==> src/rtl/varredura_servo_if.sv <==
// Handshake bundle between the sweep sequencer, its controller and the ranging block.
interface varredura_servo_if;
    logic       ligar;
    logic       medida_pronta;
    logic [1:0] posicao;
    logic       medir;
    logic       fim_varredura;
    logic       timeout;
    logic       sentido;
    logic [2:0] db_estado;

    // Controller/ranging side: drives the run level and measurement-done pulse.
    modport master (
        output ligar,
        output medida_pronta,
        input  posicao,
        input  medir,
        input  fim_varredura,
        input  timeout,
        input  sentido,
        input  db_estado
    );

    // Sequencer side.
    modport slave (
        input  ligar,
        input  medida_pronta,
        output posicao,
        output medir,
        output fim_varredura,
        output timeout,
        output sentido,
        output db_estado
    );
endinterface

==> src/rtl/varredura_servo.sv <==
// Servo sweep sequencer: steps 01->10->11->10->01..., settles, requests one
// measurement per position and waits for completion or timeout.
module varredura_servo #(
    parameter int unsigned T_ASSENTAMENTO = 25000000,
    parameter int unsigned T_TIMEOUT      = 50000000
) (
    input  logic                   clock,
    input  logic                   reset,
    varredura_servo_if.slave       bus
);

    localparam int unsigned T_MAX = (T_ASSENTAMENTO > T_TIMEOUT) ? T_ASSENTAMENTO : T_TIMEOUT;
    localparam int unsigned CNT_W = (T_MAX > 1) ? $clog2(T_MAX) : 1;

    localparam logic [2:0] INICIAL   = 3'b000;
    localparam logic [2:0] POSICIONA = 3'b001;
    localparam logic [2:0] MEDE      = 3'b010;
    localparam logic [2:0] ESPERA    = 3'b011;
    localparam logic [2:0] PROXIMA   = 3'b100;

    localparam logic [1:0] POS_DESL  = 2'b00;
    localparam logic [1:0] POS_BAIXA = 2'b01;
    localparam logic [1:0] POS_MEIO  = 2'b10;
    localparam logic [1:0] POS_ALTA  = 2'b11;

    localparam logic [CNT_W-1:0] FIM_ASSENT = CNT_W'(T_ASSENTAMENTO - 1);
    localparam logic [CNT_W-1:0] FIM_ESPERA = CNT_W'(T_TIMEOUT - 1);

    logic [2:0]       estado, estado_nxt;
    logic [CNT_W-1:0] cnt_assent, cnt_assent_nxt;
    logic [CNT_W-1:0] cnt_espera, cnt_espera_nxt;
    logic [1:0]       posicao_q, posicao_nxt;
    logic             sentido_q, sentido_nxt;
    logic             medir_q, medir_nxt;
    logic             fim_q, fim_nxt;
    logic             timeout_q, timeout_nxt;
    logic             no_extremo;

    // The current position is an end of travel for the current direction.
    assign no_extremo = (!sentido_q && (posicao_q == POS_ALTA)) ||
                        ( sentido_q && (posicao_q == POS_BAIXA));

    // State, counters and registered outputs.
    always_ff @(posedge clock) begin
        if (reset) begin
            estado     <= INICIAL;
            cnt_assent <= '0;
            cnt_espera <= '0;
            posicao_q  <= POS_DESL;
            sentido_q  <= 1'b0;
            medir_q    <= 1'b0;
            fim_q      <= 1'b0;
            timeout_q  <= 1'b0;
        end else begin
            estado     <= estado_nxt;
            cnt_assent <= cnt_assent_nxt;
            cnt_espera <= cnt_espera_nxt;
            posicao_q  <= posicao_nxt;
            sentido_q  <= sentido_nxt;
            medir_q    <= medir_nxt;
            fim_q      <= fim_nxt;
            timeout_q  <= timeout_nxt;
        end
    end

    // Next state plus next value of every registered output; pulses are
    // decided on the edge entering the state in which they must be visible.
    always_comb begin
        estado_nxt     = estado;
        cnt_assent_nxt = '0;
        cnt_espera_nxt = '0;
        posicao_nxt    = posicao_q;
        sentido_nxt    = sentido_q;
        medir_nxt      = 1'b0;
        fim_nxt        = 1'b0;
        timeout_nxt    = 1'b0;

        case (estado)
            INICIAL: begin
                posicao_nxt = POS_DESL;
                sentido_nxt = 1'b0;
                if (bus.ligar) begin
                    estado_nxt  = POSICIONA;
                    posicao_nxt = POS_BAIXA;
                end
            end

            POSICIONA: begin
                if (cnt_assent == FIM_ASSENT) begin
                    estado_nxt = MEDE;
                    medir_nxt  = 1'b1;
                end else begin
                    cnt_assent_nxt = cnt_assent + CNT_W'(1);
                end
            end

            MEDE: begin
                estado_nxt = ESPERA;
            end

            ESPERA: begin
                // A completed measurement takes priority over the timeout.
                if (bus.medida_pronta) begin
                    estado_nxt = PROXIMA;
                    fim_nxt    = no_extremo;
                end else if (cnt_espera == FIM_ESPERA) begin
                    estado_nxt  = PROXIMA;
                    timeout_nxt = 1'b1;
                    fim_nxt     = no_extremo;
                end else begin
                    cnt_espera_nxt = cnt_espera + CNT_W'(1);
                end
            end

            PROXIMA: begin
                if (!bus.ligar) begin
                    estado_nxt  = INICIAL;
                    posicao_nxt = POS_DESL;
                    sentido_nxt = 1'b0;
                end else begin
                    estado_nxt = POSICIONA;
                    if (!sentido_q) begin
                        case (posicao_q)
                            POS_BAIXA: posicao_nxt = POS_MEIO;
                            POS_MEIO:  posicao_nxt = POS_ALTA;
                            POS_ALTA: begin
                                posicao_nxt = POS_MEIO;
                                sentido_nxt = 1'b1;
                            end
                            default:   posicao_nxt = POS_BAIXA;
                        endcase
                    end else begin
                        case (posicao_q)
                            POS_ALTA:  posicao_nxt = POS_MEIO;
                            POS_MEIO:  posicao_nxt = POS_BAIXA;
                            POS_BAIXA: begin
                                posicao_nxt = POS_MEIO;
                                sentido_nxt = 1'b0;
                            end
                            default:   posicao_nxt = POS_BAIXA;
                        endcase
                    end
                end
            end

            default: begin
                estado_nxt  = INICIAL;
                posicao_nxt = POS_DESL;
                sentido_nxt = 1'b0;
            end
        endcase
    end

    // Drive the bus from the output registers.
    assign bus.posicao       = posicao_q;
    assign bus.sentido       = sentido_q;
    assign bus.medir         = medir_q;
    assign bus.fim_varredura = fim_q;
    assign bus.timeout       = timeout_q;
    assign bus.db_estado     = estado;

endmodule

==> src/flat_wrapper.sv <==
// flat-port wrapper written by rule: the top's interface ports become plain ports
module varredura_servo_flat 
#(
    parameter int unsigned T_ASSENTAMENTO = 25000000,
    parameter int unsigned T_TIMEOUT      = 50000000
)
  (clock, reset, bus_ligar, bus_medida_pronta, bus_posicao, bus_medir, bus_fim_varredura, bus_timeout, bus_sentido, bus_db_estado);
  varredura_servo_if bus_i ();
  input  logic clock;
  input  logic reset;
  input wire logic [$bits(bus_i.ligar)-1:0] bus_ligar;
  input wire logic [$bits(bus_i.medida_pronta)-1:0] bus_medida_pronta;
  output wire logic [$bits(bus_i.posicao)-1:0] bus_posicao;
  output wire logic [$bits(bus_i.medir)-1:0] bus_medir;
  output wire logic [$bits(bus_i.fim_varredura)-1:0] bus_fim_varredura;
  output wire logic [$bits(bus_i.timeout)-1:0] bus_timeout;
  output wire logic [$bits(bus_i.sentido)-1:0] bus_sentido;
  output wire logic [$bits(bus_i.db_estado)-1:0] bus_db_estado;
  assign bus_i.ligar = bus_ligar;
  assign bus_i.medida_pronta = bus_medida_pronta;
  assign bus_posicao = bus_i.posicao;
  assign bus_medir = bus_i.medir;
  assign bus_fim_varredura = bus_i.fim_varredura;
  assign bus_timeout = bus_i.timeout;
  assign bus_sentido = bus_i.sentido;
  assign bus_db_estado = bus_i.db_estado;
  varredura_servo #(.T_ASSENTAMENTO(T_ASSENTAMENTO), .T_TIMEOUT(T_TIMEOUT)) u_core (.clock(clock), .reset(reset), .bus(bus_i));
endmodule
==> config.mk <==
export PLATFORM = sky130hd
export DESIGN_NAME = varredura_servo_flat
export DESIGN_NICKNAME = d
export VERILOG_FILES = /design/src/rtl/varredura_servo_if.sv /design/src/rtl/varredura_servo.sv /design/src/flat_wrapper.sv
export SDC_FILE = /design/constraint.sdc
export NUM_CORES = 1
export LEC_CHECK = 0
export BUFFER_PORTS_ARGS = -buffer_cell sky130_fd_sc_hd__buf_2
export CAP_MARGIN = 40
export CORE_MARGIN = 2
export CORE_UTILIZATION = 30
export CTS_CLUSTER_DIAMETER = 120
export CTS_CLUSTER_SIZE = 24
export DETAILED_ROUTE_END_ITERATION = 10
export PLACE_DENSITY = 0.41
export SLEW_MARGIN = 15
export SYNTH_ARGS = -nofsm -noshare
export SYNTH_HDL_FRONTEND = slang
export SYNTH_SLANG_ARGS = --single-unit
==> constraint.sdc <==
create_clock -name clock -period 2.3 [get_ports clock]
set_clock_uncertainty 0.15 [all_clocks]
set_input_delay 0.46 -clock clock [delete_from_list [all_inputs] [get_ports clock]]
set_output_delay 0.46 -clock clock [all_outputs]
set_load 0.02 [all_outputs]
==> results.md <==
* Peak VDD IR at ~280 µV
* Commonest non-fill, non-tap cell in the layout: dfxtp_1
* Ys Warns at 0
* Period Utilization, post-route at 0.9296
* Placed inst area at around 3000 µm²
* WHS Endpoint: u_core.bus.timeout$_SDFF_PP0_
* Clock Latency Late Sink at about 0.34 ns
* Power Total at approximately 0.0022 W
* RR Endpoint: u_core.cnt_espera[1]$_SDFF_PP0_
* Global-route wire length before repair at approximately 11,000 µm
* Overflow after GRT at 0
* Depth of the worst register-to-register path at 6
* Max Freq at 467.7 MHz
* H-tree depth at 3
* Layout area overhead at 17.47%
* Clock power share at 0.488
* RSZ-0062 raised after global routing: no
* Net Sw Frac at 0.2119
* Avg Synthesized Cell Area at 8.846 µm²
* Die Wd at between 100 and 150 µm
* DRC at 0
* Ant diodes at 0
* Main synth FF type: dfxtp_1
* # rows at 35
* Largest net degree at the start of global routing at 26
* P_int at about 0.0017 W
* IO buf count at 12
* Max-Slew Margin vs Limit at 0.6889
* Most frequent cells in the layout: dfxtp_1 (61), nor2_1 (39), nand2_1 (20), a21oi_1 (20), nand3_1 (16)
* Syn Inst Count at 315
* Clock-pin slew on the worst setup and hold paths at approximately 0.070 ns
* Drt first pass iters at 4
* Fraction of layout cells with a size suffix above 1 at 0.1391
* Sequential share of power at 0.488
* Finished Cell Area at about 3300 µm²
* Initial Util at 0.3059
* Post-route ant nets at 0
* Finished Core Util at 0.3593
* Initial antenna violation count at 0
* NumNets Final at 346
* Hold-fix buffers, CTS at 0
* Clock sink count at 61
* Core area at about 9000 µm²
* Vias after detailed routing at 2,339
* Vias in the first global route at 2,224
* Routed WL per cell at ~13 µm
* Worst path arrival time at between 2 and 2.5 ns
* PwrDens at roughly 670 nW/µm²
* Final count of pins violating max slew at 0
* Setup CP Type: reg -> reg
* EDFF count, synth at 0
* Sequential-to-total area share from yosys stat at 0.4383
* Pleak at a little over 1 nW
* Hold Path Stages at 2
* Distinct cells, synth at 43
* Worst R2R Setup Slack at 0.16 ns
* Die Y at approximately 100 µm
* Yosys reg bits at just over 60
* HP Class: in -> reg
* Reg2reg start: u_core.cnt_espera[0]$_SDFF_PP0_
* Final WL at ~6100 µm
* Detailed placement HPWL at roughly 4300 µm
* Post-DR vias/cell at 5.129
* Mapped Area at around 2800 µm²
* CTS tree: done
* Die area at between 10,000 and 15,000 µm²
* Period minus WS final at between 2 and 2.5 ns
* Initial DRC count at between 100 and 150
* Final Wtd Congestion at slightly below 0.8
* Max FO, Critical Path at 4
* Final hold violations at 0
* CP endpoint kind: flip-flop
* Worst Path Required at between 2 and 2.5 ns
* GRT Total Usage at 0.1346
* Status: finished, final reports clean
* Sw power at 0.0004642 W
* CTS Buf Count at 9
* Share of async-settable or async-resettable flops after synthesis at 0
* Setup TNS at 0 ns
* Combinational share of power at 0.023
* CP Launch Type: flip-flop
* HP Start: bus_medida_pronta
* Deepest clock path buffer count at 2
* IO Pins at 13
* Final setup fails at 0
* Net Count, Synth at roughly 320
* Clock Tree Root: clkbuf_8
* Slew @ Worst Pin at 0.4624 ns
* Max_cap viols at 0
[synth_stat cells (5+ instances only)]
| cell | count | share of area |
|---|---|---|
| and3_1 | 9 | 0.020 |
| or3_1 | 12 | 0.027 |
| a21oi_1 | 20 | 0.036 |
| nand2_1 | 20 | 0.027 |
| clkbuf_1 | 5 | 0.0067 |
| o21ai_0 | 11 | 0.020 |
| nand4_1 | 11 | 0.025 |
| nor3_1 | 8 | 0.014 |
| or4_1 | 13 | 0.035 |
| xor2_1 | 14 | 0.044 |
| inv_1 | 8 | 0.011 |
| dfxtp_1 | 61 | 0.44 |
| nor4_1 | 6 | 0.013 |
| o31ai_1 | 10 | 0.027 |
| xnor2_1 | 14 | 0.044 |
| nor2_1 | 39 | 0.053 |
| nand3_1 | 16 | 0.029 |
[stage by stage]
stage          setup slack (ns)  hold slack [ns]  cells
4_1_cts                 0.07792           0.1493    456
3_5_place_dp             0.1148           0.2960    440
6_report                 0.1619           0.1652    456
5_1_grt                 0.04370           0.1509    456
2_1_floorplan            0.1874           0.2761    315
3_3_place_gp             0.1461           0.2970    440
[registers in the layout, indices dropped and copies added (netlist names)]
| name | cells |
|---|---|
| u_core.bus.sentido | 1 |
| u_core.bus.medir | 1 |
| u_core.bus.db_estado | 3 |
| u_core.bus.timeout | 1 |
| u_core.cnt_assent | 26 |
| u_core.cnt_espera | 26 |
| u_core.bus.fim_varredura | 1 |
| u_core.bus.posicao | 2 |
[cells by family (layout without fill, tap and decap cells)]
logic type | Yosys count | after routing | synth area share
AND/OR/NAND/NOR | 151 | 151 | 0.3040
buffers and inverters | 20 | 50 | 0.03682
AO/OA/AOI/OAI | 52 | 52 | 0.1203
flip-flops | 61 | 61 | 0.4383
XOR/XNOR | 28 | 28 | 0.08801
multiplexers | 1 | 1 | 0.003592
adder cells (fa/ha/maj) | 2 | 2 | 0.008979
[final cells by class]
cell class	instances	area (µm²)
fill	978	5836
tap	111	138.9
sequential	61	1221
multi-input combinational	234	1475
inverter	8	30.03
clock buffer	13	148.9
timing repair buffer	26	190.2
clock inverter	3	68.82
[worst max-delay path, cell delays in order (launching register included)]
cell	delay (ns)
dfxtp_1	0.37
ha_1	0.22
and3_1	0.25
nand4_1	0.26
buf_4	0.23
or3_1	0.39
and3_1	0.17
[power groups by stage]
stage	registers [W]	logic [W]	clock network (W)
after floorplan	0.00110	0.0000283	0
after global placement	0.00109	0.0000519	0
after detailed placement	0.00109	0.0000519	0
after CTS	0.00107	0.0000521	0.00111
after global routing	0.00107	0.0000563	0.00115
final	0.00107	0.0000512	0.00107
[how the worst max path moves through the flow]
stage,from,depth (start not counted),to
finish,u_core.cnt_espera[0]$_SDFF_PP0_,6,u_core.cnt_espera[1]$_SDFF_PP0_
global placement,u_core.cnt_espera[0]$_SDFF_PP0_,6,u_core.cnt_espera[1]$_SDFF_PP0_
detailed placement,u_core.cnt_assent[1]$_SDFF_PP0_,5,u_core.cnt_assent[22]$_SDFF_PP0_
global route,u_core.cnt_espera[0]$_SDFF_PP0_,6,u_core.cnt_espera[11]$_SDFF_PP0_
floorplan,u_core.cnt_assent[0]$_SDFF_PP0_,6,u_core.cnt_assent[22]$_SDFF_PP0_
CTS,u_core.cnt_assent[1]$_SDFF_PP0_,5,u_core.cnt_assent[22]$_SDFF_PP0_
[layer usage]
metal  vias up  global-route usage  routed length (µm)
met2        20              0.2019                2734
li1       1208                   -                   -
met3        10             0.03552                 156
met5         -                   0                   0
met4         0             0.05690                 108
met1      1101              0.1826                3130
[what timing repair did]
item,4_1_cts,5_1_grt
resized for setup,0,1
setup endpoints to repair,0,1
setup buffers,0,0
hold endpoints to repair,0,0
Note: power is estimated with default switching activity, not from simulation.
